`src/rtl/hex_scan_ctrl.sv`:
```
// Time-multiplexed seven-segment scan controller: BLANK/SHOW slots per digit, double-buffered display word.
// Latency: seg_o/an_o/frame_o registered, one cycle behind FSM. Backpressure: ready_o low while a word is pending swap.
module hex_scan_ctrl #(
    parameter int N_DIGITS     = 8,
    parameter int DIGIT_CYCLES = 50000,
    parameter int BLANK_CYCLES = 500
) (
    input  logic                  clk_50m,
    input  logic                  rst_n,
    input  logic [4*N_DIGITS-1:0] data_i,
    input  logic                  valid_i,
    output logic                  ready_o,
    input  logic [N_DIGITS-1:0]   digit_en_i,
    output logic [6:0]            seg_o,
    output logic [N_DIGITS-1:0]   an_o,
    output logic                  frame_o
);

    localparam int MAX_CYC = (DIGIT_CYCLES > BLANK_CYCLES) ? DIGIT_CYCLES : BLANK_CYCLES;
    localparam int CW      = (MAX_CYC > 1) ? $clog2(MAX_CYC) : 1;
    localparam int IW      = (N_DIGITS > 1) ? $clog2(N_DIGITS) : 1;

    localparam logic [0:0]    ST_BLANK = 1'b0;
    localparam logic [0:0]    ST_SHOW  = 1'b1;
    localparam logic [CW-1:0] DIG_LAST = CW'(DIGIT_CYCLES - 1);
    localparam logic [CW-1:0] BLK_LAST = CW'(BLANK_CYCLES - 1);
    localparam logic [IW-1:0] IDX_LAST = IW'(N_DIGITS - 1);

    logic [0:0]            state_q, state_d;
    logic [CW-1:0]         cnt_q, cnt_d;
    logic [IW-1:0]         idx_q, idx_d;
    logic [4*N_DIGITS-1:0] active_q, active_d;
    logic [4*N_DIGITS-1:0] pend_q, pend_d;
    logic                  pflag_q, pflag_d;
    logic [6:0]            seg_q, seg_d;
    logic [N_DIGITS-1:0]   an_q, an_d;
    logic                  frame_q, frame_d;
    logic                  slot_last;
    logic                  boundary;
    logic [3:0]            cur_nib;

    function automatic logic [6:0] decode(input logic [3:0] nib);
        logic [6:0] s;
        case (nib)
            4'h0: s = 7'h40;  4'h1: s = 7'h79;  4'h2: s = 7'h24;  4'h3: s = 7'h30;
            4'h4: s = 7'h19;  4'h5: s = 7'h12;  4'h6: s = 7'h02;  4'h7: s = 7'h78;
            4'h8: s = 7'h00;  4'h9: s = 7'h10;  4'hA: s = 7'h08;  4'hB: s = 7'h03;
            4'hC: s = 7'h46;  4'hD: s = 7'h21;  4'hE: s = 7'h06;  default: s = 7'h0E;
        endcase
        return s;
    endfunction

    always_comb begin
        slot_last = (state_q == ST_SHOW) ? (cnt_q == DIG_LAST) : (cnt_q == BLK_LAST);
        boundary  = slot_last && (state_q == ST_SHOW) && (idx_q == IDX_LAST);

        state_d = state_q;
        idx_d   = idx_q;
        cnt_d   = cnt_q + CW'(1);
        if (slot_last) begin
            cnt_d   = '0;
            state_d = (state_q == ST_SHOW) ? ST_BLANK : ST_SHOW;
            if (state_q == ST_SHOW) begin
                idx_d = (idx_q == IDX_LAST) ? '0 : idx_q + IW'(1);
            end
        end

        // Swap reads the pre-edge pending word; a same-edge capture waits for the next frame.
        active_d = active_q;
        pend_d   = pend_q;
        pflag_d  = pflag_q;
        if (boundary && pflag_q) begin
            active_d = pend_q;
            pflag_d  = 1'b0;
        end
        if (valid_i && !pflag_q) begin
            pend_d  = data_i;
            pflag_d = 1'b1;
        end

        cur_nib = active_q[4*idx_q +: 4];
        an_d    = '1;
        seg_d   = 7'h7F;
        if (state_q == ST_SHOW) begin
            an_d[idx_q] = ~digit_en_i[idx_q];
            if (digit_en_i[idx_q]) begin
                seg_d = decode(cur_nib);
            end
        end

        frame_d = boundary;
    end

    always_ff @(posedge clk_50m or negedge rst_n) begin
        if (!rst_n) begin
            state_q  <= ST_BLANK;
            cnt_q    <= '0;
            idx_q    <= '0;
            active_q <= '0;
            pend_q   <= '0;
            pflag_q  <= 1'b0;
            seg_q    <= 7'h7F;
            an_q     <= '1;
            frame_q  <= 1'b0;
        end else begin
            state_q  <= state_d;
            cnt_q    <= cnt_d;
            idx_q    <= idx_d;
            active_q <= active_d;
            pend_q   <= pend_d;
            pflag_q  <= pflag_d;
            seg_q    <= seg_d;
            an_q     <= an_d;
            frame_q  <= frame_d;
        end
    end

    assign ready_o = ~pflag_q;
    assign seg_o   = seg_q;
    assign an_o    = an_q;
    assign frame_o = frame_q;

endmodule
```
`config.mk`:
```
export PLATFORM = sky130hd
export DESIGN_NAME = hex_scan_ctrl
export DESIGN_NICKNAME = d
export VERILOG_FILES = /design/src/rtl/hex_scan_ctrl.sv
export SDC_FILE = /design/constraint.sdc
export NUM_CORES = 1
export LEC_CHECK = 0
export BUFFER_PORTS_ARGS = -buffer_cell sky130_fd_sc_hd__buf_2
export CORE_ASPECT_RATIO = 0.9
export CORE_MARGIN = 1.5
export CORE_UTILIZATION = 58
export CTS_CLUSTER_SIZE = 14
export DETAILED_ROUTE_END_ITERATION = 8
export PLACE_DENSITY = 0.8
export REMOVE_ABC_BUFFERS = 1
export SLEW_MARGIN = 10
export SYNTH_ARGS = -nofsm -noshare
export SYNTH_HDL_FRONTEND = slang
export SYNTH_SLANG_ARGS = --single-unit
```
`constraint.sdc`:
```
create_clock -name clk_50m -period 2.7 [get_ports clk_50m]
set_input_delay 0.54 -clock clk_50m [delete_from_list [all_inputs] [get_ports clk_50m]]
set_output_delay 0.54 -clock clk_50m [all_outputs]
set_load 0.005 [all_outputs]
```
[After elaboration in Yosys (flattened, before gate mapping)]
Memory sizes are Yosys's and may differ from the RTL's.
Cells that the tools add are included.
Storage, ports and cells
  flip-flop bits (word level): 101
  memory bits (read-only): 112
  bits of input ports: 43
  output and inout port bits: 17
  word-level logic and storage cells: 43
  memories: 1
Cells by class
  add/subtract/negate cells: 2
  order comparisons: 2
  eq/ne operators: 3
  shift-type cells: 1
  muxes and demuxes: 13
  bitwise operators: 4
  reductions and logical operators: 8
Memory list
  (no name shown): depth 16, width 7, read ports 1, clocked after Yosys merged registers in 0, write ports 0, RTL line 44  | case (nib)
Operator list (count)
  $shiftx A32 B6 Y4: 1
  $add A16 B1 Y16 const B: 1
  $eq A16 B16 Y1 const B: 1
  $eq A16 B9 Y1 const B: 1
  $mux W16: 1
  $mux W7: 2
  $mux W8: 1
  $not A8 Y8: 1
  $or A8 B8 Y8: 1
  $mux W1: 6
  $logic_and A1 B1 Y1: 5
  $lt A3 B4 Y1 const B: 1
  $add A3 B1 Y3 const B: 1
  $bmux W1 S3: 1
  $demux W1 S3: 1
  $eq A3 B3 Y1 const B: 1
  $ge A3 B1 Y1 const B: 1
  $mux W3: 1
  $not A1 Y1: 2
  $reduce_and A2 Y1: 1
  $reduce_bool A2 Y1: 1
  $logic_not A1 Y1: 1

[Depth between registers and ports, before layout]
Gate-level depths: netlist of run 1.
  depth after elaboration: 7
  depth in mapped cells: 10
  depth with buffers taken out: 9

[Worst setup path before layout of run 1]
OpenSTA, ideal clock, no wires.
  path kind: flip-flop to flip-flop
  start point: reg idx_q[1]
  end point: reg seg_q[0], in the netlist seg_o[0]
  library setup time: 89 ps
  arrival: 1929 ps
  data required time: 2611 ps
  slack: 682 ps
  cell stages (with the launch flop): 11
  buffers on the path: 1
  period minus slack after synthesis: 2018 ps
  path through: dfrtp_1 > buf_6 > mux4_2 > nand2_1 > and2_1 > inv_1 > ha_1 > inv_1 > nand4_1 > o22ai_1 > a32oi_1
On the way
  word-level cells in the longest chain between the ends: 4
  elaborated cells between the ends (all ways): 6
  classes of those cells: 1 x shift; 4 x mux; 1 x memory
RTL lines
  from (decl): RTL line 31  | logic [IW-1:0] idx_q, idx_d;
  from (signal assigned): RTL line 108  | idx_q <= idx_d;
  $shiftx A32 B6 Y4 / $bmux W1 S3 (equally long branches): RTL line 81, 86
  $mem_v2 Z16 W7 / $mux W1 (equally long branches)
  $mux W7 *: RTL line 86  | if (digit_en_i[idx_q]) begin
  $mux W7 *: RTL line 84  | if (state_q == ST_SHOW) begin
  via seg_d[0]: RTL line 35  | logic [6:0] seg_q, seg_d;
  to (signal assigned): RTL line 112  | seg_q <= seg_d;
  to (decl): RTL line 35
Mark *: on every way through the listed nets, which the timed path passes. The rest lies on a longest branch. The select of a mux whose other input is x is not followed.
A chain may end at the register's enable or synchronous reset.

[Worst setup path after layout of run 1]
Same ends and word-level chain as after synthesis.

==> PnR_summary.wiki, run 1 <==
{| class="wikitable"
! Metric !! Value
|-
| Syn Std Cell Area || 4730 µm²
|-
| Library cells used by synthesis || 51
|-
| Clock tree root buffer cell || clkbuf_8
|-
| Final routed DRC violation total || 0
|-
| Detailed-placement wirelength estimate || 5820 µm
|-
| Clock period minus final worst setup slack || 2300 ps
|-
| Worst setup skew after layout || 11.9 ps
|-
| Number of CTS-inserted buffers || 9
|-
| Largest net degree at the start of global routing || 55
|-
| Quantity of gates resized following cts || 0
|-
| Seq/Total Area, Yosys || 0.539
|-
| GPL Wtd Cong || 0.841
|-
| CTS Hold Buffers Added || 0
|-
| Row count || 31
|-
| Fmax || 434 MHz
|-
| Hold Violations, Final || 0
|-
| Finish-stage setup viols || 0
|-
| Post-CTS Repair Setup Buffers || 0
|-
| Mean instance size in the synthesized netlist || 13.5 µm²
|-
| Final Util || 0.661
|-
| Critical Path, Cell by Cell || buf_4, mux2i_1, mux2_2, o221ai_2, inv_1, ha_1, nand4b_1, o22ai_1, a32oi_1
|-
| Leakage dissipation || 2.47 nW
|-
| Clk sinks || 101
|-
| Drt via density || 5.57
|-
| Via total after detailed routing || 2856
|-
| HP Class || input port to asynchronous set/reset pin
|-
| Setup repair after global routing missed its margin || false
|-
| Slowest stage cell, crit path || dfrtp_1
|-
| Port buffer count || 59
|-
| Final Cycle Share || 0.853
|-
| Starting utilization of the core area || 0.591
|-
| Share of final-layout standard cells stronger than drive strength 1 || 0.437
|-
| Floorplan die height || 88.6 µm
|-
| Maximum net fanout on the critical path || 17
|-
| Global-route wire length before repair || 14100 µm
|-
| Count of placed standard cells including taps || 497
|-
| GRT Max-Usage Layer || met2
|-
| Initial antenna violation count || 0
|-
| Core Footprint || 7990 µm²
|-
| Layout Area Growth over Synthesis || 11.7%
|-
| I/O pin cnt || 60
|-
| Category of the worst setup path capture point || flip-flop
|-
| Predominant post-synthesis flop cell || dfrtp_1
|-
| GR Layer Usage met1 || 0.295
|-
| Type of origin of the critical path || flip-flop
|-
| Via count of the first global-routing pass || 2827
|-
| Width of the die || 98.2 µm
|-
| GRT Residual Overflow || 0
|-
| Clock transition at the registers of the reported paths || 100 ps
|-
| Worst stage delay on the critical path || 490 ps
|-
| Critical path buffer and inverter count || 2
|-
| Least-Margin Pin Slew || 609 ps
|-
| Cell count after synthesis || 349
|-
| CP Class || flip-flop to flip-flop
|-
| GR Util All Layers || 0.206
|-
| Die Footprint || 8700 µm²
|-
| Post-synthesis async set-or-reset flop share || 1.00
|-
| Post-synth EDFFs || 0
|-
| Storage element area || 2550 µm²
|-
| Number of diodes || 0
|-
| Grt met2 use || 0.315
|-
| Met3 capacity usage during global routing || 0.0474
|-
| Count of filler cells inserted in the layout || 613
|-
| Run status || completed
|-
| Post-synthesis register bit count || 101
|-
| Final wirelength || 8260 µm
|-
| Total power of the final layout || 2.63 mW
|-
| Cell family with the largest share of critical-path delay || compound AO/OA/AOI/OAI gates
|-
| Clock Latency Late Sink || 370 ps
|-
| Arrival time at the worst endpoint || 2590 ps
|-
| Power Density || 498 nW/µm²
|-
| Largest buffer count on any clock path || 2
|-
| Largest vdd supply drop || 251 µV
|-
| Area of the multi-input gates || 2030 µm²
|-
| Number of antenna-violating nets in the routed design || 0
|-
| Count of warnings emitted by yosys || 0
|-
| Violation count after the first detailed-routing iteration || 59
|-
| H-tree level count || 3
|-
| Number of cells in the finished layout apart from fillers || 513
|-
| Length of the first detailed-routing pass in iterations || 6
|-
| TNS Setup || 0 ps
|-
| Number of nets in the final layout || 461
|-
| CTS tree || done
|-
| Count of pins over their slew limit || 0
|-
| Required arrival time at the worst endpoint || 2980 ps
|-
| Worst slack on hold paths || 172 ps
|-
| Normalized max-slew margin || 0.594
|-
| Max-capacitance violation count || 0
|-
| Post-detailed-route wirelength per cell || 16.1 µm
|}
==> cell usage after synthesis, types with 3 or more instances <==
| cell | n | area [µm²] |
|---|---|---|
| a211o_1 | 5 | 43.8 |
| buf_6 | 5 | 56.3 |
| o221ai_1 | 4 | 35.0 |
| nand3_1 | 13 | 65.1 |
| xnor2_1 | 7 | 61.3 |
| buf_1 | 3 | 11.3 |
| nor2_1 | 18 | 67.6 |
| nand2_1 | 13 | 48.8 |
| nand4_1 | 9 | 56.3 |
| a21oi_1 | 5 | 25.0 |
| mux2i_1 | 14 | 140 |
| nor3_1 | 5 | 25.0 |
| dfrtp_1 | 86 | 2150 |
| mux2_2 | 43 | 484 |
| and3_1 | 3 | 18.8 |
| mux2_4 | 29 | 435 |
| a21boi_0 | 4 | 30.0 |
| dfstp_2 | 15 | 394 |
| xor2_1 | 7 | 61.3 |
| ha_1 | 9 | 113 |
| buf_4 | 4 | 30.0 |
| nor2b_1 | 3 | 18.8 |
| inv_1 | 9 | 33.8 |
| o21a_1 | 3 | 22.5 |
| clkbuf_1 | 3 | 11.3 |
==> registers in the layout, indices dropped and copies added, names as in the netlist <==
register	count
active_q	32
an_o	8
cnt_q	16
frame_o	1
idx_q	3
pend_q	32
pflag_q	1
seg_o	7
state_q	1
==> cells by family (layout without fill, tap and decap cells) <==
group | after synthesis | in the layout | share of synthesized area
DFF | 101 | 101 | 0.539
muxes | 88 | 88 | 0.235
and+or+nand+nor | 79 | 79 | 0.0906
AOI/OAI and AO/OA | 31 | 31 | 0.0532
buffers and inverters | 27 | 92 | 0.0331
xor gates and xnor gates | 14 | 14 | 0.0259
adders and majority gates | 9 | 9 | 0.0238
==> final timing paths <==
check / depth (start not counted) / to / slack, ps / startpoint
max: 9 / seg_o[0] / 400 / idx_q[1]
min: 1 / cnt_q[12] / 170 / rst_n
max reg2reg: 9 / seg_o[0] / 400 / idx_q[1]
min reg2reg: 1 / cnt_q[0] / 490 / cnt_q[0]
max in group asynchronous: 2 / active_q[12] / 1850 / rst_n
min in group clk_50m: 2 / an_o[5] / 320 / digit_en_i[5]
==> report_power, final <==
| group | switching [mW] | total (mW) | leakage (nW) | internal (mW) |
|---|---|---|---|---|
| sequential | 0.0335 | 1.61 | 1.28 | 1.57 |
| combinational | 0.0513 | 0.123 | 1.11 | 0.0721 |
| clock | 0.546 | 0.898 | 0.0894 | 0.352 |
==> cell type report <==
cell class / count / share of cell area
multi-input combinational: 221 / 0.384
clock buffer: 10 / 0.0242
clock inverter: 6 / 0.0102
sequential: 101 / 0.482
inverter: 10 / 0.00711
tap: 99 / 0.0235
timing repair buffer: 66 / 0.0688
==> stage by stage <==
stage	setup slack [ps]	cell area, µm²
finish	398	5280
global placement	492	5100
detailed placement	416	5100
floorplan	172	4610
global route	177	5280
CTS	381	5280
==> cells in the final DEF (no fill, tap or decap), types with 2 or more instances in the layout <==
| master | netlist | final |
|---|---|---|
| ha_1 | 9 | 9 |
| xnor2_1 | 7 | 7 |
| clkbuf_8 | 0 | 9 |
| o221ai_1 | 4 | 4 |
| dfrtp_1 | 86 | 86 |
| inv_6 | 0 | 2 |
| buf_2 | 2 | 58 |
| a21boi_0 | 4 | 4 |
| nand4_1 | 9 | 9 |
| nand3_1 | 13 | 13 |
| a211oi_1 | 2 | 2 |
| xor2_1 | 7 | 7 |
| inv_1 | 9 | 9 |
| nor2_1 | 18 | 18 |
| nand4b_1 | 2 | 2 |
| a32oi_1 | 2 | 2 |
| o21a_1 | 3 | 3 |
| nor3_1 | 5 | 5 |
| buf_4 | 4 | 7 |
| nand2_1 | 13 | 13 |
| mux2_2 | 43 | 43 |
| a211o_1 | 5 | 5 |
| nor2b_1 | 3 | 2 |
| mux2i_1 | 14 | 14 |
| clkinv_4 | 0 | 2 |
| a21oi_1 | 5 | 5 |
| dfstp_2 | 15 | 15 |
| mux2_4 | 29 | 29 |
| and3_1 | 3 | 3 |
==> routing by layer <==
metal  routed length (µm)  vias up
li1                     -     1380
met1                 4100     1400
met2                 3710       66
met3                  359       10
met4                   96        0
met5                    0        -
Power figures use the tool's default switching activity.
==> run 2, diff against run 1 <==
Settings changed: MAX_ROUTING_LAYER from default to met4.
==> run 2 against run 1 <==
  * Design area up 0.62%
  * First-iteration DRC count up 49%
  * Routed wire length up 3.7%
  * Highest routed layer unchanged
  * Die area unchanged
  * Combinational power about the same
  * Sequential share of layout area down 0.30 points
  * Via count up 2.0%
  * Largest cell class unchanged
  * Maximum frequency down 0.81%
==> PnR_summary.wiki, run 2 (synthesized netlist as in run 1, its figures left out) <==
{| class="wikitable"
! Metric !! Value
|-
| Largest buffer count on any clock path || 2
|-
| Width of the die || 98.2 µm
|-
| Type of origin of the critical path || flip-flop
|-
| Required arrival time at the worst endpoint || 2980 ps
|-
| H-tree level count || 3
|-
| Number of nets in the final layout || 462
|-
| Least-Margin Pin Slew || 611 ps
|-
| Post-detailed-route wirelength per cell || 16.7 µm
|-
| Number of CTS-inserted buffers || 9
|-
| Initial antenna violation count || 0
|-
| GRT Residual Overflow || 0
|-
| Arrival time at the worst endpoint || 2600 ps
|-
| Placement Cell Area || 5100 µm²
|-
| GPL Wtd Cong || 0.901
|-
| Global-route wire length before repair || 14400 µm
|-
| Fmax || 431 MHz
|-
| Layout Area Growth over Synthesis || 12.4%
|-
| Max-capacitance violation count || 0
|-
| Share of final-layout standard cells stronger than drive strength 1 || 0.439
|-
| HP Class || input port to asynchronous set/reset pin
|-
| CTS Hold Buffers Added || 0
|-
| Regs by FF count || active_q: 32 flops, pend_q: 32 flops, cnt_q: 16 flops
|-
| Via count of the first global-routing pass || 2954
|-
| Final Cycle Share || 0.860
|-
| Clock period minus final worst setup slack || 2320 ps
|-
| Die Footprint || 8700 µm²
|-
| Port buffer count || 59
|-
| Floorplan die height || 88.6 µm
|-
| Power Density || 513 nW/µm²
|-
| Commonest non-fill, non-tap cell in the layout || dfrtp_1
|-
| Length of the first detailed-routing pass in iterations || 4
|-
| Final wirelength || 8570 µm
|-
| CP Class || flip-flop to flip-flop
|-
| Via total after detailed routing || 2912
|-
| Clock transition at the registers of the reported paths || 100 ps
|-
| Clock tree root buffer cell || clkbuf_8
|-
| Count of pins over their slew limit || 0
|-
| Final standard cell area without fillers || 5310 µm²
|-
| Setup repair after global routing missed its margin || false
|-
| Finish-stage setup viols || 0
|-
| Clock Latency Late Sink || 370 ps
|-
| Critical R2R Launch || idx_q[1]
|-
| Hold Violations, Final || 0
|-
| Core Footprint || 7990 µm²
|-
| Number of antenna-violating nets in the routed design || 0
|-
| GR Util All Layers || 0.220
|-
| Largest net degree at the start of global routing || 55
|-
| TNS Setup || 0 ps
|-
| Row count || 31
|-
| Run status || completed
|-
| Clk sinks || 101
|-
| Total power of the final layout || 2.72 mW
|-
| Number of diodes || 0
|-
| Worst setup skew after layout || 10.7 ps
|-
| Leakage dissipation || 2.50 nW
|-
| Crit. Startpoint || idx_q[1]
|-
| Violation count after the first detailed-routing iteration || 88
|-
| Post-CTS Repair Setup Buffers || 0
|-
| Starting utilization of the core area || 0.591
|-
| Drt via density || 5.67
|-
| Worst reg-to-reg setup slack || 380 ps
|-
| I/O pin cnt || 60
|-
| Category of the worst setup path capture point || flip-flop
|-
| Quantity of gates resized following cts || 0
|-
| Largest vdd supply drop || 313 µV
|-
| Detailed-placement wirelength estimate || 5990 µm
|-
| Maximum net fanout on the critical path || 8
|-
| Normalized max-slew margin || 0.593
|-
| CTS tree || done
|-
| Most frequent cells in the layout || dfrtp_1 (86), buf_2 (58), mux2_2 (43)
|-
| Final routed DRC violation total || 0
|}
run 2: cell count changes in the layout (fill, tap and decap cells not counted):
| cell | delta |
|---|---|
| buf_4 | +1 |
| bufinv_16 | +1 |
| clkinv_4 | +1 |
| clkinvlp_4 | -1 |
| inv_6 | -2 |
| inv_8 | +1 |
run 2: stage by stage:
stage                     hold slack [ps]   util  std cells  setup WS (ps)
final                                 179  0.665        514            379
after detailed placement              472  0.639        498            452
after CTS                             188  0.665        514            380
after global routing                  214  0.665        514            211
after floorplan                       244      -        332            172
after global placement                465  0.639        498            486
run 2: final timing paths:
kind | to | cells after the start
max | seg_o[0] | 9
min | cnt_q[10] | 1
max reg2reg | seg_o[0] | 9
min reg2reg | cnt_q[0] | 1
max in group asynchronous | active_q[12] | 2
min in group clk_50m | an_o[5] | 2
run 2: area by class of cell:
class	instances	area (µm²)
Clock buffer	10	128
Clock inverter	6	78.8
Fill cell	631	2680
Inverter	10	37.5
Multi-Input combinational cell	221	2030
Sequential cell	101	2550
Tap cell	99	124
Timing Repair Buffer	67	370
run 2: critical path, cell delays in order (launching register included):
cell and delay [ps]:
dfrtp_1 530, mux4_1 600, nand2_1 70, and2_1 230, inv_1 130, ha_1 250, inv_1 80, nand4_1 100
o22ai_1 170, a32oi_1 80
run 2: where the power goes:
part	switching (mW)	total [mW]	internal, mW
registers	0.0354	1.61	1.57
logic	0.0528	0.125	0.0721
clock network	0.543	0.990	0.447
total	0.631	2.72	2.09
run 2: metal layers:
layer / global-route usage / vias to the layer above / routed length, µm
met5: - / - / 0
met4: 0.0704 / 0 / 138
met3: 0.0561 / 16 / 335
met2: 0.341 / 74 / 4030
met1: 0.288 / 1447 / 4060
li1: - / 1375 / -
==> run 3, diff against run 2 <==
Settings changed: ABC_AREA from default to 1.
==> run 3 against run 2 <==
  * Sequential cell count did not move
  * Critical path depth rose by 1
  * Largest cell class unchanged
  * Power fell by 4.8%
  * Routed wire length rose by 4.7%
  * Via count rose by 24%
  * Clock-buffer cell count did not move
  * Sequential power barely moved
  * Design area fell by 0.33%
  * Synthesized cell count rose by 52%
  * Clock power fell by 7.9%
  * Global-route usage rose by 1.3 points
  * Highest routed layer unchanged
==> PnR_summary.wiki, run 3 <==
{| class="wikitable"
! Metric !! Value
|-
| Mean instance size in the synthesized netlist || 8.96 µm²
|-
| Final routed DRC violation total || 0
|-
| Clock Latency Late Sink || 370 ps
|-
| Die Footprint || 8720 µm²
|-
| Slowest stage cell, crit path || dfrtp_1
|-
| Post-synth EDFFs || 0
|-
| Number of CTS-inserted buffers || 9
|-
| Maximum net fanout on the critical path || 16
|-
| Port buffer count || 59
|-
| Seq/Total Area, Yosys || 0.537
|-
| Worst slack after detailed placement || 481 ps
|-
| Power Density || 490 nW/µm²
|-
| Top cells by area in the synthesized netlist || dfrtp_1 (45%), nand2_1 (13%), dfstp_2 (8.3%)
|-
| GR Util All Layers || 0.233
|-
| End of the worst register-to-register path || seg_o[5]
|-
| Predominant post-synthesis flop cell || dfrtp_1
|-
| Quantity of gates resized following cts || 0
|-
| HP Class || input port to asynchronous set/reset pin
|-
| Share of final-layout standard cells stronger than drive strength 1 || 0.244
|-
| Required arrival time at the worst endpoint || 3000 ps
|-
| Count of placed standard cells including taps || 678
|-
| Worst setup skew after layout || 8.66 ps
|-
| Normalized max-slew margin || 0.596
|-
| Max-capacitance violation count || 0
|-
| Count of pins over their slew limit || 0
|-
| Worst reg-to-reg setup slack || 440 ps
|-
| Row count || 31
|-
| Critical Path, Cell by Cell || inv_2, o21ai_0, nand3_1, nor2_1, inv_1, ha_1, nand2_1, o21ai_0, nand2_1, nand2_1
|-
| Post-synthesis register bit count || 101
|-
| Fmax || 442 MHz
|-
| GPL Wtd Cong || 0.910
|-
| Core Footprint || 7990 µm²
|-
| Category of the worst setup path capture point || flip-flop
|-
| Run status || completed
|-
| CTS tree || done
|-
| Initial antenna violation count || 0
|-
| CTS Hold Buffers Added || 0
|-
| CP Class || flip-flop to flip-flop
|-
| Detailed-placement wirelength estimate || 6610 µm
|-
| Commonest non-fill, non-tap cell in the layout || nand2_1
|-
| Largest vdd supply drop || 284 µV
|-
| Finish-stage setup viols || 0
|-
| Leakage dissipation || 2.75 nW
|-
| Length of the first detailed-routing pass in iterations || 5
|-
| Violation count after the first detailed-routing iteration || 158
|-
| Arrival time at the worst endpoint || 2560 ps
|-
| Width of the die || 98.3 µm
|-
| Worst stage delay on the critical path || 570 ps
|-
| Hold Violations, Final || 0
|-
| Most instantiated library cell after synthesis || nand2_1
|-
| Layout Area Growth over Synthesis || 11.7%
|-
| Clk sinks || 101
|-
| Starting utilization of the core area || 0.593
|-
| Via total after detailed routing || 3623
|-
| Final Cycle Share || 0.837
|-
| Total power of the final layout || 2.59 mW
|-
| Most frequent cells in the layout || nand2_1 (168), dfrtp_1 (86), buf_2 (58)
|-
| Number of nets in the final layout || 642
|-
| Number of cells in the finished layout apart from fillers || 694
|-
| Cell count after synthesis || 529
|-
| TNS Setup || 0 ps
|-
| Number of antenna-violating nets in the routed design || 0
|-
| Final worst slack || 439 ps
|-
| GRT Residual Overflow || 0
|-
| Post-synth top area share || 0.454
|-
| H-tree level count || 3
|-
| Clock period minus final worst setup slack || 2260 ps
|-
| Number of diodes || 0
|-
| Post-detailed-route wirelength per cell || 12.9 µm
|-
| Drt via density || 5.22
|-
| Post-CTS Repair Setup Buffers || 0
|-
| Regs by FF count || active_q: 32 flops, pend_q: 32 flops, cnt_q: 16 flops
|-
| Largest buffer count on any clock path || 2
|-
| Via count of the first global-routing pass || 3526
|-
| Critical R2R Launch || idx_q[0]
|-
| Setup repair after global routing missed its margin || false
|-
| Syn Std Cell Area || 4740 µm²
|-
| Largest net degree at the start of global routing || 50
|-
| Global-route wire length before repair || 15700 µm
|-
| Type of origin of the critical path || flip-flop
|-
| Library cell appearing most often on the critical path || nand2_1
|-
| Crit. Startpoint || idx_q[0]
|-
| Post-synthesis cell type with the largest combined area || dfrtp_1
|-
| Clock transition at the registers of the reported paths || 100 ps
|-
| Most frequent cells after synthesis || nand2_1 (168), dfrtp_1 (86), inv_1 (50)
|-
| Clock tree root buffer cell || clkbuf_8
|-
| Final wirelength || 8970 µm
|-
| Least-Margin Pin Slew || 607 ps
|-
| R2r worst-path depth || 10
|-
| Floorplan die height || 88.7 µm
|-
| Library cells used by synthesis || 30
|-
| Post-synthesis async set-or-reset flop share || 1.00
|-
| I/O pin cnt || 60
|-
| Count of warnings emitted by yosys || 0
|}
-- run 3: changes by cell type after synthesis, moves of 7 or more --
cell,before,now
mux2i_1,14,0
o21ai_0,0,19
nand2_1,13,168
nor2_1,18,41
mux2_4,29,0
nand3_1,13,40
inv_1,9,50
mux2_2,43,32
nand4_1,9,2
-- run 3: worst max-delay path: cells and delay by family (launching register included) --
family / cells / cell delay [ps]
simple gates: 5 / 670
flops: 1 / 570
buf+inv: 2 / 370
compound gates: 2 / 350
fa+ha+maj: 1 / 240
-- run 3: layer usage --
layer | wire length (µm) | GRT usage | up-vias
met5 | 0 | - | -
met2 | 4260 | 0.394 | 109
met4 | 103 | 0.0551 | 0
met3 | 496 | 0.0553 | 12
met1 | 4110 | 0.289 | 1706
li1 | - | - | 1796
-- run 3: cell families (layout without fill, tap and decap cells) --
logic type / after synthesis / after routing / share of synthesized area
AOI/OAI and AO/OA: 37 / 37 / 0.0401
muxes: 32 / 32 / 0.0761
DFF: 101 / 101 / 0.537
buffers and inverters: 67 / 133 / 0.0644
and+or+nand+nor: 280 / 280 / 0.253
adders and majority gates: 9 / 9 / 0.0238
xor gates and xnor gates: 3 / 3 / 0.00555
-- run 3: final cells by class --
class	instances	area, µm²
Clock buffer	10	138
Clock inverter	6	51.3
Fill cell	657	2700
Inverter	53	199
Multi-Input combinational cell	361	1890
Sequential cell	101	2550
Tap cell	99	124
Timing Repair Buffer	64	348
-- run 3: power breakdown --
part / leakage [nW] / switching [mW] / total (mW) / internal [mW]
Combinational: 1.34 / 0.0483 / 0.105 / 0.0566
Sequential: 1.31 / 0.0224 / 1.58 / 1.55
Clock: 0.0996 / 0.535 / 0.912 / 0.377
-- run 3: how the worst max path moves through the flow --
stage                     cells after the start          end  slack (ps)
after global placement                       10     seg_o[5]         730
after CTS                                    10     seg_o[5]         470
after floorplan                               7  active_q[0]         110
final                                        10     seg_o[5]         440
after detailed placement                     10     seg_o[5]         480
after global routing                         10     seg_o[5]         210
-- run 3: through the flow --
stage                     instance area (µm²)   util  hold WS, ps
after global routing                     5290  0.662          218
after floorplan                          4630      -          244
after CTS                                5290  0.662          193
after global placement                   5100  0.639          448
final                                    5290  0.662          179
after detailed placement                 5100  0.639          459
